File: config.mk
export PLATFORM = sky130hd
export DESIGN_NAME = priority_irq_encoder
export DESIGN_NICKNAME = d
export VERILOG_FILES = /design/src/rtl/priority_irq_encoder.sv
export SDC_FILE = /design/constraint.sdc
export NUM_CORES = 1
export LEC_CHECK = 0
export BUFFER_PORTS_ARGS = -buffer_cell sky130_fd_sc_hd__buf_2
export CORE_MARGIN = 1
export CORE_UTILIZATION = 45
export CTS_BUF_LIST = sky130_fd_sc_hd__clkbuf_8
export CTS_CLUSTER_DIAMETER = 60
export DETAILED_ROUTE_END_ITERATION = 6
export PLACE_DENSITY = 0.8
export SYNTH_ARGS = -nofsm -noshare
export SYNTH_HDL_FRONTEND = slang
export SYNTH_SLANG_ARGS = --single-unit
File: constraint.sdc
create_clock -name iClk -period 1.8 [get_ports iClk]
set_input_delay 0.36 -clock iClk [delete_from_list [all_inputs] [get_ports iClk]]
set_output_delay 0.36 -clock iClk [all_outputs]
set_load 0.02 [all_outputs]
File: src/rtl/priority_irq_encoder.sv
// priority_irq_encoder: sticky interrupt request capture with a registered
// grant/acknowledge handshake.
//
// Active-low requests (iReq) are latched into a sticky pending register.
// When enabled (iEI low), the block selects one unmasked pending line and
// holds it as a grant (oValid/oCode) until the consumer pulses iAck.
//
// Configuration macro PRI_ROTATE_EN:
//   undefined : fixed priority, index N-1 highest.
//   defined   : rotating priority. After granting index k, the search starts
//               at (k-1) mod N and descends with wrap-around.
//
// Ports:
//   iClk      clock, rising edge
//   iRst      synchronous active-high reset
//   iReq      [N-1:0] active-low request lines
//   iEI       active-low enable for new grants
//   iMask     [N-1:0] 1 = line not selectable (still recorded as pending)
//   iAck      grant acknowledge, ignored while oValid is low
//   oValid    grant valid
//   oCode     [IDX_W-1:0] granted line index
//   oPending  [N-1:0] raw sticky pending register
//   oEO       enable-out: enabled, idle, and nothing selectable
module priority_irq_encoder #(
    parameter int unsigned N     = 8,
    parameter int unsigned IDX_W = $clog2(N)
) (
    input  logic             iClk,
    input  logic             iRst,
    input  logic [N-1:0]     iReq,
    input  logic             iEI,
    input  logic [N-1:0]     iMask,
    input  logic             iAck,
    output logic             oValid,
    output logic [IDX_W-1:0] oCode,
    output logic [N-1:0]     oPending,
    output logic             oEO
);

    typedef enum logic {
        IDLE  = 1'b0,
        GRANT = 1'b1
    } state_t;

    state_t           r_state;
    state_t           w_state_nxt;
    logic [N-1:0]     r_pending;
    logic [N-1:0]     w_pending_nxt;
    logic [N-1:0]     w_clr;
    logic [N-1:0]     w_sel;
    logic             w_any;
    logic [IDX_W-1:0] r_code;
    logic [IDX_W-1:0] w_code_nxt;
    logic [IDX_W-1:0] w_pick;
    logic             r_valid;
    logic             w_valid_nxt;

    // Lines eligible for selection this cycle
    assign w_sel = r_pending & ~iMask;
    assign w_any = |w_sel;

`ifdef PRI_ROTATE_EN
    logic [IDX_W-1:0] r_ptr;
    logic [IDX_W-1:0] w_ptr_nxt;
    logic [IDX_W-1:0] w_pick_lo;
    logic [IDX_W-1:0] w_pick_hi;
    logic             w_any_lo;

    // Descending search from r_ptr with wrap: lines at or below the pointer
    // outrank lines above it; within each group the highest index wins.
    always_comb begin
        w_pick_lo = '0;
        w_pick_hi = '0;
        w_any_lo  = 1'b0;
        for (int i = 0; i < int'(N); i++) begin
            if (w_sel[i]) begin
                if (i <= int'(r_ptr)) begin
                    w_pick_lo = IDX_W'(i);
                    w_any_lo  = 1'b1;
                end else begin
                    w_pick_hi = IDX_W'(i);
                end
            end
        end
        w_pick = w_any_lo ? w_pick_lo : w_pick_hi;
    end
`else
    // Fixed priority: highest selectable index wins
    always_comb begin
        w_pick = '0;
        for (int i = 0; i < int'(N); i++) begin
            if (w_sel[i]) begin
                w_pick = IDX_W'(i);
            end
        end
    end
`endif

    // Next-state, grant and pending update
    always_comb begin
        w_state_nxt = r_state;
        w_code_nxt  = r_code;
        w_valid_nxt = r_valid;
        w_clr       = '0;
`ifdef PRI_ROTATE_EN
        w_ptr_nxt   = r_ptr;
`endif
        case (r_state)
            IDLE: begin
                if (!iEI && w_any) begin
                    w_state_nxt = GRANT;
                    w_code_nxt  = w_pick;
                    w_valid_nxt = 1'b1;
`ifdef PRI_ROTATE_EN
                    w_ptr_nxt   = (w_pick == '0) ? IDX_W'(N - 1) : (w_pick - 1'b1);
`endif
                end
            end
            GRANT: begin
                if (iAck) begin
                    w_clr       = N'(1) << r_code;
                    w_state_nxt = IDLE;
                    w_valid_nxt = 1'b0;
                end
            end
            default: begin
                w_state_nxt = IDLE;
                w_valid_nxt = 1'b0;
            end
        endcase
        // A request on the same edge as its ack re-sets the bit
        w_pending_nxt = (r_pending & ~w_clr) | ~iReq;
    end

    // State register; reset overrides set, ack and grant
    always_ff @(posedge iClk) begin
        if (iRst) begin
            r_state   <= IDLE;
            r_pending <= '0;
            r_code    <= '0;
            r_valid   <= 1'b0;
`ifdef PRI_ROTATE_EN
            r_ptr     <= IDX_W'(N - 1);
`endif
        end else begin
            r_state   <= w_state_nxt;
            r_pending <= w_pending_nxt;
            r_code    <= w_code_nxt;
            r_valid   <= w_valid_nxt;
`ifdef PRI_ROTATE_EN
            r_ptr     <= w_ptr_nxt;
`endif
        end
    end

    assign oValid   = r_valid;
    assign oCode    = r_code;
    assign oPending = r_pending;
    // Registered state combined with the live enable and mask
    assign oEO      = ~iEI & (r_state == IDLE) & ~w_any;

endmodule
* Word-level counts from Yosys, hierarchy flattened
Cells that the tools add are included.
** Operators by class
- Equal/unequal tests :: 2
- Shift operators :: 1
- Mux-type cells :: 15
- Bitwise logic cells :: 11
- Reduce and logical (&&, ||, !) cells :: 5
** Operators with widths (number)
- $not A8 Y8 :: 3
- $mux W3 :: 6
- $and A8 B8 Y8 :: 2
- $mux W8 :: 2
- $or A8 B8 Y8 :: 1
- $reduce_or A8 Y1 :: 1
- $shl A1 B3 Y8 const A :: 1
- $mux W1 :: 5
- $ne A2 B2 Y1 const B :: 2
- $pmux W1 S2 :: 2
- $reduce_and A2 Y1 :: 2
- $not A1 Y1 :: 3
- $and A1 B1 Y1 :: 2
- $logic_and A1 B1 Y1 :: 1
- $logic_not A1 Y1 :: 1
** Word-level totals
- Bits in registers :: 13
- Bits of input ports :: 20
- Word-level logic and storage cells :: 38

* Depth between registers and ports, before layout
- Depth in word-level cells :: 9
- Mapped depth :: 4
- Depth with buffers taken out :: 4

* Least setup slack after synthesis
OpenSTA, ideal clock, no wires.
- Kind :: reg-to-reg
- From :: reg r_pending[2], in the netlist oPending[2]
- To :: reg r_code[1], in the netlist oCode[1]
- Library setup time :: 0.121 ns
- Data arrival time :: 1.455 ns
- Data required time :: 1.679 ns
- Slack :: 0.224 ns
- Stages on the path, launching flop included :: 5
- Cells stage by stage :: dfxtp_1 > nor2b_4 > and4b_4 > a211o_1 > mux2_4
** Between the ends
- Cells in the longest elaborated chain, start to end :: 7
- Elaborated cells between the ends (all ways) :: 10
- Those cells by class :: mux: 6; bitwise: 1; reduce/logical: 3
** RTL lines
- from (decl) :: RTL line 47 : logic [N-1:0] r_pending;
- from (signal assigned) :: RTL line 147 : r_pending <= w_pending_nxt;
- $and A8 B8 Y8 * :: RTL line 59 : assign w_sel = r_pending & ~iMask;
- $mux W3 (6 in a row) :: RTL line 92 : if (w_sel[i]) begin
- to (signal assigned) :: RTL line 148 : r_code <= w_code_nxt;
- to (decl) :: RTL line 52 : logic [IDX_W-1:0] r_code;
Every way passes the cells marked *; elsewhere a longest branch is shown, timed or not.
A chain may end at the register's enable or synchronous reset.

* Final worst setup path
- From :: reg r_pending[2], in the netlist oPending[2]
- To :: out oEO
** Between the ends
- Cells in the longest elaborated chain, start to end :: 4
** RTL lines
- $and A8 B8 Y8 :: RTL line 59
- $reduce_or A8 Y1 :: RTL line 60 : assign w_any = |w_sel;
- $not A1 Y1 :: RTL line 160 : assign oEO = ~iEI & (r_state == IDLE) & ~w_any;
- $and A1 B1 Y1 :: RTL line 160
- to (decl) :: RTL line 37 : output logic oEO
Every way passes these cells.

==> metrics.txt <==
Die Y=roughly 39 um; CTS Buf Count=3; hold slack=0.2885 ns; Detailed Route Iter0 Violations=21; Root Driver=clkbuf_8; Setup TNS Final=0 ns; CTS tree=yes; CP max FO=4; FMAX=approximately 0.59 GHz; Sink Count=13; post-layout power=about 0.75 mW; Critical Path Slowest Stage Cell=and4b_4; RSZ-0062 raised after global routing=false; DP HPWL=1173 um; M3 GR Usage=between 7 and 8%; area leader, netlist=dfxtp_1; Relative slew margins=between 80% and 90%; slew at the pin with the worst max-slew slack=0.2911 ns; #FFs+latches synth=13; syn_nets=89; fin crit share=94.84%; met1 Use GR=around 30%; vias in the first global route=610; Synth Cell Area=roughly 600 sq um; Max Cap Viol=0; Final Hold Violating Endpoints=0; met2 Use GR=a little over two fifths; vias post-DR=~650; worst skew pair latency=approximately 0.24 ns; CTS Hold Bufs=0; initial antenna violation count=0; Setup Crit Path Kind=reg2out; FP Rows=12; GRT Max-Usage Layer=met2; slack of the critical path=slightly above 0.09 ns; GP Congestion=between 0.7 and 0.8; Tot GR Track Use=25.87%; global-route wire length before repair=2546 um; maximum VDD drop=between 500 and 600 uV; worst path cell trace=nor2b_4 -> and4b_4 -> and3_1 -> buf_2; fraction of registers with async set/reset=0%; vias per cell=approximately 5.5; layout cell share with drive strength beyond 1=a little under 40%; fin nets=125; number of diodes=0; Worst EP arrival=~1.4 ns; die span in x=approximately 39 um; CP max stage delay=around 0.33 ns; Initial Utilization=between 50% and 60%; total setup buffers inserted after CTS=0; top cell type's share of synthesized area=42.36%; run status=complete, no violations; largest cells by area after synthesis=dfxtp_1, nand2b_1, a21oi_1; H-tree Lvls=1; Max Buffers Root-to-Sink=2; TritonRoute pass-1 iters=4; Wirelength per Cell=around 14 um; Post-synth EDFFs=0; CTS clk-pin slew, worst paths=around 0.050 ns; Hold Crit Class=in2reg; Resized Gates After CTS=0; final WL=between 1500 and 2000 um; crit path time final=between 1.5 and 2 ns; Place WS=around 0.18 ns; grt ovf=0; WP data required=between 1 and 1.5 ns; IO buf count=32; core area=between 1000 and 1500 sq um; setup violators final=0; largest net degree at the start of global routing=17; Top Ports=33; Synth Instances=69; Yosys Warn Count=0; Leak=between 0.3 and 0.4 nW; syn avg cell area=a little under 9 sq um; worst-case clock skew=between 0.002 and 0.0025 ns; Main synth FF type=dfxtp_1; Pwr Density=between 800 and 900 nW/um^2; DRC=0; count leader, synth=dfxtp_1; synthesis-to-layout area growth=35.64%; Final Max Slew Viols=0; crit end category=output pin; Die ar.=between 1500 and 2000 sq um; leading cell types by count after synthesis=dfxtp_1, a21oi_1, nand2b_1; Final Util=a little over two thirds; Antenna Nets Post-Route=0; sequential fraction of the synthesis area=a little over two fifths; CP startpoint kind=flop; post-synth cell types=25
-- cells in the final DEF, fill, tap and decap left out, drive strengths merged --
master,netlist,routed
a2111o,1,1
a211o,1,1
a21oi,10,10
a31o,1,1
a31oi,2,2
a41oi,1,1
and3,1,1
and4,1,1
and4b,1,1
buf,0,32
clkbuf,1,3
dfxtp,13,13
inv,1,2
mux2,1,1
nand2,3,3
nand2b,10,10
nand3,1,1
nor2,1,1
nor2b,4,4
nor3b,1,1
nor4,1,1
o211ai,1,1
o21ai,9,9
o31ai,2,2
or2,1,1
-- layout make-up --
class / instances / area [sq um]
timing repair buffer: 32 / 160.2
sequential: 13 / 260.3
clock inverter: 1 / 3.754
clock buffer: 3 / 41.29
tap: 14 / 17.52
inverter: 1 / 3.754
fill: 109 / 352.8
multi-input combinational: 54 / 346.6
-- routing by layer --
metal  share of wire [%]  up-vias
met1                  43      283
met5                   0        -
met3                 9.2        2
li1                    -      326
met2                  47       43
met4                0.49        0
-- worst max-delay path, delay by kind of cell, from the launching register on --
kind | cells | cell delay [ns]
flip-flops | 1 | 0.32
AND/OR/NAND/NOR | 3 | 0.63
buffers and inverters | 1 | 0.16
-- path summary, 6_finish.rpt --
path | from | end | slack (ns) | cells past startpoint
setup / recovery | oPending[2] | oEO | 0.09 | 4
hold / removal | iReq[4] | oPending[4] | 0.29 | 2
setup reg to reg | oPending[2] | oCode[1] | 0.32 | 4
hold reg to reg | oValid | oValid | 0.47 | 2
-- sequential cells by signal, summed over array words and instances (netlist names) --
name and flops:
oPending 8, r_state 1, oValid 1, oCode 3
-- stage by stage --
stage / instances / instance area, sq um
after floorplan: 69 / 614.3
after global placement: 114 / 788.3
after detailed placement: 114 / 788.3
after CTS: 118 / 833.3
after global routing: 118 / 833.3
final: 118 / 833.3
-- logic make-up (layout without fill, tap and decap cells) --
logic type,after synthesis,after routing,share of synthesized area (%)
compound gates,28,28,27.29
simple gates,25,25,26.68
flops,13,13,42.36
buf+inv,2,37,1.221
mux,1,1,2.443
-- report_power, final --
group / switching (mW) / internal [mW] / total (mW) / leakage [nW]
clock: 0.101 / 0.150 / 0.252 / 0.0269
sequential: 0.0255 / 0.312 / 0.338 / 0.108
combinational: 0.0869 / 0.0705 / 0.157 / 0.245
total: 0.214 / 0.533 / 0.747 / 0.380
Power figures use the tool's default switching activity.
